`src/rtl/alu_pkg.sv`:
```
// rtl/alu_pkg.sv - aluop codes, RV32IM encoding constants and latency helper
package alu_pkg;

  localparam logic [4:0] ALU_ADD    = 5'd0;
  localparam logic [4:0] ALU_SUB    = 5'd1;
  localparam logic [4:0] ALU_SLL    = 5'd2;
  localparam logic [4:0] ALU_XOR    = 5'd3;
  localparam logic [4:0] ALU_SRL    = 5'd4;
  localparam logic [4:0] ALU_SRA    = 5'd5;
  localparam logic [4:0] ALU_OR     = 5'd6;
  localparam logic [4:0] ALU_AND    = 5'd7;
  localparam logic [4:0] ALU_SLT    = 5'd8;
  localparam logic [4:0] ALU_SLTU   = 5'd9;
  localparam logic [4:0] ALU_MULH   = 5'd16;
  localparam logic [4:0] ALU_MULHSU = 5'd17;
  localparam logic [4:0] ALU_MULHU  = 5'd18;
  localparam logic [4:0] ALU_MUL    = 5'd22;
  localparam logic [4:0] ALU_DIV    = 5'd24;
  localparam logic [4:0] ALU_DIVU   = 5'd26;
  localparam logic [4:0] ALU_REM    = 5'd28;
  localparam logic [4:0] ALU_REMU   = 5'd30;

  localparam logic [6:0] OPC_OP     = 7'b0110011;
  localparam logic [6:0] OPC_OPIMM  = 7'b0010011;
  localparam logic [6:0] OPC_LUI    = 7'b0110111;
  localparam logic [6:0] OPC_AUIPC  = 7'b0010111;

  localparam logic [6:0] F7_BASE    = 7'h00;
  localparam logic [6:0] F7_ALT     = 7'h20;
  localparam logic [6:0] F7_MULDIV  = 7'h01;

  // Cycles spent in EXEC: the op's ALU latency plus one to capture the registered ALU output.
  function automatic logic [7:0] op_hold(input logic is_m, input logic [4:0] op,
                                         input int base, input int mul, input int div);
    logic [7:0] r_n;
    r_n = 8'(base + 1);
    if (is_m) begin
      if (op == ALU_DIV || op == ALU_DIVU || op == ALU_REM || op == ALU_REMU)
        r_n = 8'(div + 1);
      else
        r_n = 8'(mul + 1);
    end
    return r_n;
  endfunction

endpackage

```
`src/rtl/alu_decode.sv`:
```
// rtl/alu_decode.sv - combinational instruction to aluop/operand mapping
module alu_decode
  import alu_pkg::*;
(
  input  logic [31:0] inst,
  input  logic [31:0] pc,
  input  logic [31:0] rs1,
  input  logic [31:0] rs2,
  output logic [4:0]  aluop,
  output logic [31:0] aluin1,
  output logic [31:0] aluin2,
  output logic        is_m,
  output logic        illegal
);

  logic [2:0]  w_f3;
  logic [6:0]  w_f7;
  logic [31:0] w_imm_i;
  logic [31:0] w_imm_u;
  logic        w_unused;

  assign w_f3     = inst[14:12];
  assign w_f7     = inst[31:25];
  assign w_imm_i  = {{20{inst[31]}}, inst[31:20]};
  assign w_imm_u  = {inst[31:12], 12'b0};
  assign w_unused = ^{inst[19:15], inst[11:7]};

  always_comb begin
    aluop   = ALU_ADD;
    aluin1  = rs1;
    aluin2  = rs2;
    is_m    = 1'b0;
    illegal = 1'b0;
    case (inst[6:0])
      OPC_OP: begin
        if (w_f7 == F7_BASE) begin
          case (w_f3)
            3'd0: aluop = ALU_ADD;
            3'd1: aluop = ALU_SLL;
            3'd2: aluop = ALU_SLT;
            3'd3: aluop = ALU_SLTU;
            3'd4: aluop = ALU_XOR;
            3'd5: aluop = ALU_SRL;
            3'd6: aluop = ALU_OR;
            default: aluop = ALU_AND;
          endcase
        end else if (w_f7 == F7_ALT) begin
          if (w_f3 == 3'd0)      aluop = ALU_SUB;
          else if (w_f3 == 3'd5) aluop = ALU_SRA;
          else                   illegal = 1'b1;
        end else if (w_f7 == F7_MULDIV) begin
          is_m = 1'b1;
          case (w_f3)
            3'd0: aluop = ALU_MUL;
            3'd1: aluop = ALU_MULH;
            3'd2: aluop = ALU_MULHSU;
            3'd3: aluop = ALU_MULHU;
            3'd4: aluop = ALU_DIV;
            3'd5: aluop = ALU_DIVU;
            3'd6: aluop = ALU_REM;
            default: aluop = ALU_REMU;
          endcase
        end else begin
          illegal = 1'b1;
        end
        if (!is_m && (w_f3 == 3'd1 || w_f3 == 3'd5))
          aluin2 = {27'b0, rs2[4:0]};
      end
      OPC_OPIMM: begin
        aluin2 = w_imm_i;
        case (w_f3)
          3'd0: aluop = ALU_ADD;
          3'd1: begin
            aluop  = ALU_SLL;
            aluin2 = {27'b0, inst[24:20]};
            if (w_f7 != F7_BASE) illegal = 1'b1;
          end
          3'd2: aluop = ALU_SLT;
          3'd3: aluop = ALU_SLTU;
          3'd4: aluop = ALU_XOR;
          3'd5: begin
            aluin2 = {27'b0, inst[24:20]};
            if (w_f7 == F7_BASE)     aluop = ALU_SRL;
            else if (w_f7 == F7_ALT) aluop = ALU_SRA;
            else                     illegal = 1'b1;
          end
          3'd6: aluop = ALU_OR;
          default: aluop = ALU_AND;
        endcase
      end
      OPC_LUI: begin
        aluin1 = 32'b0;
        aluin2 = w_imm_u;
      end
      OPC_AUIPC: begin
        aluin1 = pc;
        aluin2 = w_imm_u;
      end
      default: illegal = 1'b1;
    endcase
  end

endmodule

```
`src/rtl/alu_issue.sv`:
```
// rtl/alu_issue.sv - execute-stage issue FSM holding ALU operands and returning fixed-up results
module alu_issue
  import alu_pkg::*;
#(
  parameter int XLEN        = 32,
  parameter int BASE_CYCLES = 1,
  parameter int MUL_CYCLES  = 2,
  parameter int DIV_CYCLES  = 4
) (
  input  logic            clk,
  input  logic            rst,
  input  logic            in_valid,
  output logic            in_ready,
  input  logic [31:0]     in_inst,
  input  logic [XLEN-1:0] in_pc,
  input  logic [XLEN-1:0] in_rs1,
  input  logic [XLEN-1:0] in_rs2,
  input  logic            flush,
  output logic [4:0]      aluop,
  output logic [XLEN-1:0] aluin1,
  output logic [XLEN-1:0] aluin2,
  input  logic [XLEN-1:0] alu_result,
  output logic            wb_valid,
  input  logic            wb_ready,
  output logic [XLEN-1:0] wb_data,
  output logic [4:0]      wb_rd,
  output logic            wb_illegal
);

  localparam logic [1:0] S_IDLE = 2'd0;
  localparam logic [1:0] S_EXEC = 2'd1;
  localparam logic [1:0] S_WB   = 2'd2;

  logic [1:0]      r_state;
  logic [7:0]      r_cnt;
  logic [4:0]      r_aluop;
  logic [XLEN-1:0] r_aluin1;
  logic [XLEN-1:0] r_aluin2;
  logic [XLEN-1:0] r_wb_data;
  logic [4:0]      r_wb_rd;
  logic            r_wb_illegal;

  logic [4:0]      w_aluop;
  logic [XLEN-1:0] w_aluin1;
  logic [XLEN-1:0] w_aluin2;
  logic            w_is_m;
  logic            w_illegal;
  logic [XLEN-1:0] w_fixed;
  logic            w_div0;
  logic            w_ovf;

  alu_decode u_decode (
    .inst    (in_inst),
    .pc      (in_pc),
    .rs1     (in_rs1),
    .rs2     (in_rs2),
    .aluop   (w_aluop),
    .aluin1  (w_aluin1),
    .aluin2  (w_aluin2),
    .is_m    (w_is_m),
    .illegal (w_illegal)
  );

  // RISC-V defines div/rem results for divide-by-zero and signed overflow; the ALU does not.
  assign w_div0 = (r_aluin2 == '0);
  assign w_ovf  = (r_aluin1 == {1'b1, {(XLEN-1){1'b0}}}) && (r_aluin2 == '1);

  always_comb begin
    w_fixed = alu_result;
    case (r_aluop)
      ALU_DIV:  if (w_div0) w_fixed = '1;
                else if (w_ovf) w_fixed = {1'b1, {(XLEN-1){1'b0}}};
      ALU_DIVU: if (w_div0) w_fixed = '1;
      ALU_REM:  if (w_div0) w_fixed = r_aluin1;
                else if (w_ovf) w_fixed = '0;
      ALU_REMU: if (w_div0) w_fixed = r_aluin1;
      default:  w_fixed = alu_result;
    endcase
  end

  always_ff @(posedge clk) begin
    if (rst) begin
      r_state      <= S_IDLE;
      r_cnt        <= '0;
      r_aluop      <= '0;
      r_aluin1     <= '0;
      r_aluin2     <= '0;
      r_wb_data    <= '0;
      r_wb_rd      <= '0;
      r_wb_illegal <= 1'b0;
    end else if (flush) begin
      r_state      <= S_IDLE;
      r_wb_illegal <= 1'b0;
    end else begin
      case (r_state)
        S_IDLE: begin
          if (in_valid) begin
            r_wb_rd <= in_inst[11:7];
            if (w_illegal) begin
              r_state      <= S_WB;
              r_wb_illegal <= 1'b1;
              r_wb_data    <= '0;
            end else begin
              r_state  <= S_EXEC;
              r_aluop  <= w_aluop;
              r_aluin1 <= w_aluin1;
              r_aluin2 <= w_aluin2;
              r_cnt    <= op_hold(w_is_m, w_aluop, BASE_CYCLES, MUL_CYCLES, DIV_CYCLES);
            end
          end
        end
        S_EXEC: begin
          if (r_cnt == 8'd1) begin
            r_state   <= S_WB;
            r_wb_data <= w_fixed;
            r_cnt     <= '0;
          end else begin
            r_cnt <= r_cnt - 8'd1;
          end
        end
        S_WB: begin
          if (wb_ready) begin
            r_state      <= S_IDLE;
            r_wb_illegal <= 1'b0;
          end
        end
        default: r_state <= S_IDLE;
      endcase
    end
  end

  assign in_ready   = (r_state == S_IDLE);
  assign wb_valid   = (r_state == S_WB);
  assign aluop      = r_aluop;
  assign aluin1     = r_aluin1;
  assign aluin2     = r_aluin2;
  assign wb_data    = r_wb_data;
  assign wb_rd      = r_wb_rd;
  assign wb_illegal = r_wb_illegal;

endmodule

```
`config.mk`:
```
export PLATFORM = sky130hd
export DESIGN_NAME = alu_issue
export DESIGN_NICKNAME = d
export VERILOG_FILES = /design/src/rtl/alu_pkg.sv /design/src/rtl/alu_decode.sv /design/src/rtl/alu_issue.sv
export SDC_FILE = /design/constraint.sdc
export NUM_CORES = 1
export LEC_CHECK = 0
export CORE_ASPECT_RATIO = 1.75
export CORE_MARGIN = 2
export CORE_UTILIZATION = 25
export CTS_BUF_LIST = sky130_fd_sc_hd__clkbuf_4
export CTS_CLUSTER_SIZE = 14
export DETAILED_ROUTE_END_ITERATION = 8
export GPL_ROUTABILITY_DRIVEN = 0
export PLACE_DENSITY_LB_ADDON = 0.05
export SYNTH_ARGS = -nofsm -noshare
export SYNTH_HDL_FRONTEND = slang
export SYNTH_SLANG_ARGS = --single-unit
```
`constraint.sdc`:
```
create_clock -name clk -period 4.9 [get_ports clk]
set_input_delay 0.49 -clock clk [delete_from_list [all_inputs] [get_ports clk]]
set_output_delay 0.49 -clock clk [all_outputs]
set_load 0.02 [all_outputs]
```
# Word level (Yosys, flattened, before mapping)

Index checks and enable logic that the tools add are counted.

Add/sub/neg operators: 1
Eq/ne operators: 30
Multiplexer cells: 56
Bitwise gates (word level): 2
Reductions and logical operators: 23

Operators by type and width:

| kind                                                               | count |
|---|---|
| 32-bit 2-to-1 mux                                                  | 11 |
| 32-bit case mux with 2 select lines                                | 2 |
| 32-bit case mux with 4 select lines                                | 1 |
| 32-bit case mux with 3 select lines                                | 1 |
| 32-bit == test, second input constant                              | 2 |
| 4-bit case mux with 7 select lines                                 | 2 |
| 5-bit == test, second input constant                               | 8 |
| 5-bit case mux with 7 select lines                                 | 1 |
| 32-bit zero test                                                   | 1 |
| 5-bit 2-to-1 mux                                                   | 5 |
| 8-bit 2-to-1 mux                                                   | 3 |
| 7-bit by 6-bit == test with 1-bit output, second input constant    | 3 |
| 1-bit 2-to-1 mux                                                   | 16 |
| 8-bit case mux with 2 select lines                                 | 1 |
| 7-bit by 5-bit == test with 1-bit output, second input constant    | 2 |
| 3-bit 2-to-1 mux                                                   | 4 |
| 4-bit AND reduction                                                | 3 |
| 5-bit case mux with 2 select lines                                 | 1 |
| 3-bit == test, second input constant                               | 3 |
| 8-bit by 1-bit == test with 1-bit output, second input constant    | 1 |
| 2-bit 2-to-1 mux                                                   | 4 |
| 8-bit by 1-bit subtractor with 8-bit output, second input constant | 1 |
| 7-bit by 1-bit == test with 1-bit output, second input constant    | 1 |
| 7-bit zero test                                                    | 1 |
| other kinds (20)                                                   | 34 |

Register bits after elaboration: 117
Input port bits: 165

# Logic depth before layout (Yosys ltp)

Depth in word-level cells: 15
Gate-level depth with buffers: 9
Gate-level depth less buffers: 7

# Cells and area by module

A second synthesis with hierarchy kept.

Cells, all modules: 886
Area, all modules: 6727.7 um^2

Modules (own cells, without submodules):

| module     | instances | cells an instance | area an instance (um^2) |
|---|---|---|---|
| alu_issue  | 1         | 657               | 5307.6 |
| alu_decode | 1         | 229               | 1420.1 |

# Worst setup path before layout

Ideal clock, no wire load.

Path type: input port to flip-flop
From: input in_inst[27]
To: register r_aluin2[10], in the netlist aluin2[10]
Library setup time: 0.132 ns
Data arrival time: 2.368 ns
Slack: 2.400 ns
Stages: 9
Buffers on the path: 3
Path through: or3_1 buf_2 a2111oi_4 o41ai_1 or3_1 buf_2 clkbuf_1 a221oi_1 nor3_1

Cells in the longest elaborated chain, start to end: 9

RTL lines:

| what                                     | RTL line         | text |
|---|---|---|
| from (decl)                              | alu_issue.sv:14  | `input logic [31:0] in_inst,` |
| 7-bit by 1-bit == test with 1-bit output | alu_decode.sv:51 | `end else if (w_f7 == F7_MULDIV) begin` |
| 1-bit 2-to-1 mux                         | alu_decode.sv:51 |  |
| 1-bit 2-to-1 mux                         | alu_decode.sv:47 | `end else if (w_f7 == F7_ALT) begin` |
| 1-bit 2-to-1 mux                         | alu_decode.sv:36 | `if (w_f7 == F7_BASE) begin` |
| 1-bit 2-to-1 mux                         | alu_decode.sv:34 | `case (inst[6:0])` |
| 1-bit zero test                          | alu_decode.sv:66 | `if (!is_m && (w_f3 == 3'd1 \|\| w_f3 == 3'd5))` |
| 1-bit logical AND                        | alu_decode.sv:66 |  |
| 32-bit 2-to-1 mux                        | alu_decode.sv:66 |  |
| 32-bit case mux with 3 select lines      | alu_decode.sv:34 |  |
| to (signal assigned)                     | alu_issue.sv:107 | `r_aluin2 <= w_aluin2;` |
| to (decl)                                | alu_issue.sv:38  | `logic [XLEN-1:0] r_aluin2;` |

Parallel ways exist; a longest one is shown, timed or not. The select of a mux whose other input is x is not followed.
A chain may end at the register's enable or synchronous reset.

# Final worst setup path

From: input in_inst[27]
To: register r_aluin2[22], in the netlist aluin2[22]

The elaborated chain is that of the path after synthesis.

==> results.md <==
- WP data required: 5.29 ns
- Post-CTS setup buffer count: 0
- Synth warnings: 0
- # nets final: approximately 1100
- Slew Viols, Final: 0
- HP Class: in -> reg
- Number of flops mapped to enable cells by yosys: 0
- Post-DP HPWL: between 15000 and 20000 microns
- Cell-internal power: approximately 1500 uW
- Clock Path Buffers: 2
- First-pass GRT wire length: 39500 microns
- Relative slew slack: 29.8%
- CTS clk-pin slew, worst paths: 0.10 ns
- Cell Area, Synth: between 5000 and 6000 sq um
- Largest net degree at the start of global routing: 68
- Max-Cap Viols: 0
- Register-to-register setup slack: roughly 2 ns
- Syn Inst Count: about 700
- Peak VDD IR: approximately 0.11 mV
- FMAX: approximately 290 MHz
- Drt initial violations: a little under 300
- DRC Markers: 0
- Worst R2R Path Depth: 6
- Crit end category: register
- Yosys reg bits: roughly 120
- GRT Total Usage: about 20%
- Clock buffer count from CTS: 17
- Htree depth: 4
- Top_reg_cell synth: dfxtp_1
- Status: complete, no violations
- Initial antenna violation count: 1
- Min-delay src: rst
- DR vias/cell: 5.14
- Final Setup Violations: 0
- Placeable Area: roughly 23000 sq um
- Syn_nets: 875
- Reg-to-Reg Start: r_state[1]
- Share of layout cells above drive strength 1: a little under a tenth
- Setup_tns: 0 ns
- Clk pwr share: between 30% and 40%
- Unrepaired setup endpoints after global routing: no
- Row count: 74
- Crit path arrival time: just under 4 ns
- Resize count post-CTS: 0
- CP max FO: 23
- Unique cell type count in the Yosys netlist: 54
- Hold-fix buffers, CTS: 0
- Final Cycle Share: around 70%
- Die Y: about 210 microns
- P per Cell Area: approximately 220 nW/um^2
- Worst Clk Skew: ~0.016 ns
- Min-Delay Path Depth: 2
- Total iterations of the first detailed-routing run: 4
- R2r endpoint: aluin2[22]
- Final ANT Viol Nets: 0
- Clk sinks: roughly 120
- Setup CP Type: in -> reg
- Setup ws final: around 1.4 ns
- Sw frac: about 25%
- Die Wd: around 120 microns
- Total global routing overflow: 0
- Synth-to-Final Area Change: 55.3%
- Clk Latency, worst-skew pair: around 0.56 ns
- Via count: around 6500
- Routed WL per cell: a little over 20 microns
- Starting Density: between 20 and 30%
- FFs w/ async S/R, synth: 0%
- Leak: 0.00294 uW
- Logic pwr share: about an eighth
- Root buf cell: clkbuf_4
- I/O Pins: roughly 270
- Die Area: ~25000 sq um
- Vias in the first global route: about 6600
- Seq/Total Area, Yosys: 39.4%
- Port Buffers: approximately 270
- CTS tree: done
- Routed WL: 26000 microns
- Worst-margin pin slew: 1.05 ns
- Worst setup SP type: input port
- DP Worst Slack: around 0.84 ns
- Fin crit period: around 3.5 ns
- Final Hold Vio Count: 0
- Avg Cell Area, Syn: 8.41 sq um
- Flop pwr share: between 40% and 50%
- Min-Delay Endpoint: wb_rd[1]
- Psw: between 500 and 600 uW
==> registers in the layout, summed over array words and instances (netlist names) <==
signal / cells
r_cnt: 8
aluin1: 32
wb_rd: 5
r_state: 2
wb_illegal: 1
aluop: 5
wb_data: 32
aluin2: 32
==> cell usage in the layout (no fill, tap or decap), types with 15 or more instances in the layout <==
master | Yosys | final
clkdlybuf4s50_1 | 0 | 271
nor3_1 | 52 | 52
nor4_1 | 16 | 15
nor3b_1 | 39 | 39
a21oi_1 | 24 | 23
o21ai_0 | 38 | 38
clkbuf_4 | 0 | 20
or3b_2 | 31 | 31
a22oi_1 | 21 | 21
a211oi_1 | 61 | 61
dfxtp_1 | 117 | 117
nor2_1 | 87 | 87
nand2_1 | 16 | 15
o2bb2ai_1 | 32 | 32
==> worst max path at each step <==
stage / startpoint / to / slack (ns) / cells after the start
after global routing: in_inst[27] / aluin2[22] / 1.32 / 7
final: in_inst[27] / aluin2[22] / 1.43 / 7
after detailed placement: in_inst[27] / aluin2[17] / 0.84 / 7
after floorplan: in_inst[27] / aluin2[10] / 2.40 / 9
after CTS: in_inst[27] / aluin2[22] / 1.46 / 7
after global placement: in_inst[27] / aluin2[19] / 0.89 / 7
==> worst max-delay path: stages <==
cell and delay, ns:
clkdlybuf4s50_1 0.51, or3_1 0.54, a2111oi_4 0.38, o41ai_1 0.19, or3_2 0.71, a21oi_2 0.86, a211oi_1 0.18
==> cells in the mapped netlist, types with 3 or more instances <==
| cell type | instances | area, sq um |
|---|---|---|
| nand2_1 | 16 | 60.1 |
| or3_1 | 4 | 25.0 |
| buf_2 | 10 | 50.1 |
| inv_1 | 6 | 22.5 |
| dfxtp_1 | 117 | 2340 |
| nor2b_1 | 5 | 31.3 |
| mux2i_1 | 5 | 50.1 |
| a31oi_1 | 6 | 37.5 |
| a221oi_1 | 6 | 52.6 |
| nand4b_1 | 4 | 35.0 |
| nand3_1 | 4 | 20.0 |
| a21oi_1 | 24 | 120 |
| o22ai_1 | 3 | 18.8 |
| a211oi_1 | 61 | 458 |
| nor3_1 | 52 | 260 |
| nand4_1 | 10 | 62.6 |
| nor3b_1 | 39 | 293 |
| o21ai_0 | 38 | 190 |
| o2bb2ai_1 | 32 | 280 |
| nand2b_1 | 9 | 56.3 |
| a22oi_1 | 21 | 158 |
| a2bb2oi_1 | 5 | 43.8 |
| o41a_1 | 3 | 33.8 |
| or4_1 | 3 | 22.5 |
| or3b_2 | 31 | 272 |
| nor2_1 | 87 | 327 |
| clkbuf_1 | 55 | 206 |
| a2111oi_0 | 3 | 26.3 |
| nor4_1 | 16 | 100 |
==> cell families (layout without fill, tap and decap cells) <==
group	count (synthesis)	after routing	synth area share [%]
AND/OR/NAND/NOR	292	292	27.9
multiplexers	5	5	0.841
other	0	1	0
XOR/XNOR	2	2	0.294
AO/OA/AOI/OAI	218	218	26.4
flip-flops	117	117	39.4
adder cells (fa/ha/maj)	2	2	0.420
buffers and inverters	72	324	4.75
==> power groups by stage <==
stage	combinational (uW)	clock, uW	sequential (uW)
after CTS	273	837	962
final	270	801	962
after global routing	290	876	964
after floorplan	88.4	0	989
after global placement	273	0	984
after detailed placement	271	0	984
==> per-layer routing <==
metal  track usage (%)  share of wire (%)
met1              22.9                 40
met2              37.2                 53
met3              4.41                4.7
met4              7.50                2.9
met5                 0                  0
==> per-stage QoR <==
stage	area (sq um)	utilization [%]	cells	hold slack (ns)	power (uW)
detailed placement	8930	38.3	1232	0.445	1260
floorplan	5950	-	708	0.445	1080
CTS	9240	39.6	1264	0.229	2070
global route	9240	39.6	1265	0.262	2130
finish	9240	39.6	1265	0.286	2030
global placement	8930	38.3	1232	0.446	1260
==> cell type report <==
cell class / count / area [sq um]
antenna: 1 / 2.50
clock inverter: 12 / 160
timing repair buffer: 286 / 2820
inverter: 6 / 22.5
sequential: 117 / 2340
clock buffer: 20 / 150
tap: 304 / 380
multi-input combinational: 519 / 3360
fill: 2437 / 14100
Note: power is estimated with default switching activity, not from simulation.
==> edit 1: new RTL, config.mk and constraints unchanged <==
Reset style: asynchronous (`rst`), changed in one clocked block.
--- a/src/rtl/alu_issue.sv
+++ b/src/rtl/alu_issue.sv
@@ -78,7 +78,7 @@
     endcase
   end
 
-  always_ff @(posedge clk) begin
+  always_ff @(posedge clk or posedge rst) begin
     if (rst) begin
       r_state      <= S_IDLE;
       r_cnt        <= '0;
Formal check against the unedited RTL: differs if rst is asserted again (counterexample within 4 cycles, from zero or initial values and one cycle with rst high); with rst held inactive, the same outputs for 4 cycles.
==> edit 1 against the original RTL <==
- area after synthesis grew 6.5%
- sequential cell count is the same
- non-clock buffer count shrank 2
- routed wire length grew 7.8%
- die area grew 6.3%
- setup slack gained 0.39 ns
- final area grew 4.1%
- highest routed layer unchanged
Power is not compared: it rests on default switching activity, and its combinational part moved more than twofold at a synthesized area within 25%.
==> edit 1: results (changes against the original RTL) <==
[logic_synthesis] multiplexer share of the synthesized area 0.0105 [+0.00205]
[logic_synthesis] biggest area contributors in the synthesized netlist sky130_fd_sc_hd__dfrtp_1 46%, sky130_fd_sc_hd__o21ai_0 7.3%, sky130_fd_sc_hd__a21oi_1 5.0%
[logic_synthesis] Synth async-reset ratio 1.00 [+1.00]
[timing] Post-Route Skew 0.0192 ns [+0.00273 ns]
[finish] layout overhead on the synthesized area 51.8%
[logic_synthesis] number of distinct library cell variants in the gate-level netlist after synthesis 62 [+15%]
[setup_path] worst reg-to-reg setup slack 1.95 ns [-0.10 ns]
[cts] clock-pin slew on the worst setup and hold paths 0.12 ns [+0.02 ns]
[grt] global-route wire length before repair 41900 um [+6.1%]
[timing] Period Utilization, post-route 0.628 [-0.0797]
[finish] Fill cells 2661 [+9.2%]
[logic_synthesis] Synth Area in XOR/XNOR 0.00138 [-0.00156]
[setup_path] Reg2Reg Capture Point wb_data[31]
[drt] detailed-routing iteration count for the pre-antenna-repair pass 5 [+1]
[grt] number of global-route vias before repair 6666 [+0.69%]
[die] Floorplan Core Area 25100 um^2 [+7.8%]
[place] sum of net half-perimeters after detailed placement 21700 um [+13%]
[outcome] outcome complete, no violations
[power] overall power of the completed layout 2660 uW
[grt] global routing usage on met2 0.409 [+0.0374]
[logic_synthesis] area fraction in compound gates after synthesis 0.219 [-0.0452]
[drt] via total after detailed routing 6438 [-1.0%]
[grt] M3 GR Usage 0.0392 [-0.00496]
[place] number of placed instances, taps included 1268 [+2.9%]
[timing] worst-margin pin slew 1.12 ns [+0.0629 ns]
[setup_path] Worst Setup SP in_inst[13]
[drt] drt first-iter violations 348 [+19%]
[logic_synthesis] arithmetic-cell share of the synthesized area counting full adders, half adders and majority gates 0.00395 [-0.000257]
[setup_path] largest fanout on the critical path 46 [+100%]
[logic_synthesis] fraction of the yosys area taken by sequential cells 0.462 [+0.0683]
[setup_path] family with the most delay on the worst path simple AND/OR/NAND/NOR gates
[finish] fin nets 1138 [+2.2%]
[place] instance area after placement 9310 um^2 [+4.2%]
[logic_synthesis] commonest cells in the netlist 117 x sky130_fd_sc_hd__dfrtp_1, 93 x sky130_fd_sc_hd__o21ai_0, 81 x sky130_fd_sc_hd__nand2_1
[grt] overall global routing resource usage 0.208 [+0.00347]
[setup_path] Critical path destination aluin1[4]
[setup_path] reg2reg start r_cnt[4]
[timing] final-layout worst hold slack 0.385 ns [+0.0987 ns]
[worst_hold_path] worst min-delay path class input pin to asynchronous set/reset pin
[setup_path] delay of the slowest cell on the worst path 0.70 ns [-0.16 ns]
[edit 1: cell count changes in the layout (fill, tap and decap cells not counted), sizes merged, moves of 31 or more]
cell     unedited run  this run
dfrtp               0       117
dfxtp             117         0
o21ai              39       109
nand2              16        81
a211oi             61         2
nor3               53        12
a21oi              24        64
o2bb2ai            32         0
nand3b              2        33
or3b               31         0
[edit 1: area by class of cell]
cell class / instances / area, um^2 / area share
clock buffers: 20 / 150 / 0.0156
diodes: 2 / 5.00 / 0.000520
well taps: 316 / 395 / 0.0411
repair buffers: 284 / 2810 / 0.292
flip-flops and latches: 117 / 2930 / 0.304
inverters: 12 / 47.5 / 0.00494
clock inverters: 12 / 160 / 0.0166
multi-input cells: 539 / 3130 / 0.325
[edit 1: cell families (layout without fill, tap and decap cells)]
logic type	count (synthesis)	after routing
DFF	117	117
other	0	2
and+or+nand+nor	295	295
buffers and inverters	68	328
AOI/OAI and AO/OA	235	235
adders and majority gates	2	2
muxes	6	6
xor gates and xnor gates	1	1
==> edit 2: new RTL, same flow settings <==
Without the edit above. Set the package constant `ALU_DIV` to 5'd12 (it was 5'd24).
--- a/src/rtl/alu_pkg.sv
+++ b/src/rtl/alu_pkg.sv
@@ -15,7 +15,7 @@
   localparam logic [4:0] ALU_MULHSU = 5'd17;
   localparam logic [4:0] ALU_MULHU  = 5'd18;
   localparam logic [4:0] ALU_MUL    = 5'd22;
-  localparam logic [4:0] ALU_DIV    = 5'd24;
+  localparam logic [4:0] ALU_DIV    = 5'd12;
   localparam logic [4:0] ALU_DIVU   = 5'd26;
   localparam logic [4:0] ALU_REM    = 5'd28;
   localparam logic [4:0] ALU_REMU   = 5'd30;
Check against the original RTL: not equivalent (Yosys sat finds a counterexample within 4 cycles, from zero or initial values and one cycle with rst high).
==> edit 2 against the original RTL <==
- sequential cell count unchanged
- highest routed layer unchanged
- hold slack better by 0.043 ns
- setup slack improved by 0.13 ns
- largest power group unchanged
- sequential share of layout area down 0.99 points
- maximum frequency is 3.8% higher
- final area rose by 4.1%
- area after synthesis rose by 6.6%
- clock skew decreased by 0.0063 ns
- routed wire length is 6.8% higher
- power increased by 3.9%
- sequential power rose by 0.7%
- die area rose by 6.4%
==> edit 2: results (changes against the original RTL) <==
[outcome] outcome complete, no violations
[setup_path] worst reg-to-reg setup slack 1.56 ns [-0.49 ns]
[timing] Post-Route Skew 0.0101 ns [-0.00631 ns]
[setup_path] Slowest-stage cell, CP sky130_fd_sc_hd__a31oi_4
[grt] M3 GR Usage 0.0351 [-0.00903]
[finish] fraction of final layout cells sized beyond drive strength 1 0.0772 [-0.0135]
[power] worst supply voltage drop on vdd 0.106 mV [-0.69%]
[setup_path] arrival time at the worst endpoint 3.78 ns [-0.07 ns]
[setup_path] delay of the slowest cell on the worst path 0.80 ns [-0.06 ns]
[drt] routed wire length on met3 965 um [-21%]
[timing] final-layout worst hold slack 0.329 ns [+0.0426 ns]
[grt] global-route wire length before repair 42500 um [+7.8%]
[drt] Avg Vias per Cell 5.18 [+0.79%]
[drt] met1 layer wirelength in the final routing 11100 um [+7.2%]
[power] clk pwr 784 uW [-2%]
[grt] global routing usage on met2 0.387 [+0.0153]
[setup_path] Worst Setup SP aluin2[29]
[place] instance area after placement 9310 um^2 [+4.3%]
[logic_synthesis] commonest cells in the netlist 117 x sky130_fd_sc_hd__dfxtp_1, 89 x sky130_fd_sc_hd__nor2_1, 53 x sky130_fd_sc_hd__clkbuf_1
[power] combinational power share 0.170 [+0.037]
[logic_synthesis] arithmetic-cell share of the synthesized area counting full adders, half adders and majority gates 0.00394 [-0.000261]
[finish] data-path buffer share of cell area in the final layout 0.295 [-0.0101]
[grt] maximum number of pins on one net before global-route repair 69 [+1.5%]
[finish] flip-flop and latch share of the layout cell area 0.243 [-0.00992]
[drt] final wirelength 27700 um [+6.8%]
[setup_path] largest fanout on the critical path 32 [+39%]
[logic_synthesis] nets in the synthesized netlist 933 [+6.6%]
[timing] relative slew slack 0.321 [+0.0226]
[finish] Layout clock area frac 0.0317 [-0.00183]
[finish] multi-input gate share of the layout cell area 0.382 [+0.0185]
[power] leakage power 0.00337 uW [+15%]
[finish] number of non-clock inverters in the layout 15 [+9]
[drt] detailed-routed wire length on met2 15000 um [+10%]
[finish] total number of multi-input combinational cells 561 [+8.1%]
[logic_synthesis] fraction of the yosys area taken by sequential cells 0.369 [-0.0244]
[finish] Layout clock buffers 19 [-5.0%]
[logic_synthesis] Synth Area in XOR/XNOR 0.00138 [-0.00156]
[logic_synthesis] area fraction in compound gates after synthesis 0.307 [+0.0427]
[grt] overall global routing resource usage 0.205 [+0.000660]
[die] Floorplan Core Area 25100 um^2 [+7.8%]
[logic_synthesis] biggest area contributors in the synthesized netlist sky130_fd_sc_hd__dfxtp_1 37%, sky130_fd_sc_hd__a211oi_1 5.8%, sky130_fd_sc_hd__nor2_1 5.3%
[grt] met1 track demand over resource in global routing 0.230 [+0.00111]
[worst_hold_path] Min-Delay Endpoint wb_rd[4]
[die] initial cell density of the core 0.252 [-0.00272]
[finish] fin nets 1165 [+4.6%]
[edit 2: cell count changes in the layout (fill, tap and decap cells not counted), sizes merged, moves of 6 or more]
cell | unedited run | this run
a221oi | 6 | 0
a32o | 0 | 32
nor3b | 39 | 1
or3b | 31 | 0
nand2b | 9 | 39
a21oi | 24 | 52
nor3 | 53 | 43
inv | 6 | 15
o2bb2ai | 32 | 0
or4 | 3 | 10
and3 | 1 | 41
[edit 2: metrics by stage]
| stage | util | setup WS, ns | std cells | total power (uW) |
|---|---|---|---|---|
| finish | 0.383 | 1.56 | 1328 | 2110 |
| detailed placement | 0.370 | 1.38 | 1295 | 1350 |
| CTS | 0.382 | 1.48 | 1327 | 2150 |
| floorplan | - | 2.54 | 766 | 1150 |
| global route | 0.383 | 1.43 | 1328 | 2220 |
| global placement | 0.370 | 1.46 | 1295 | 1350 |
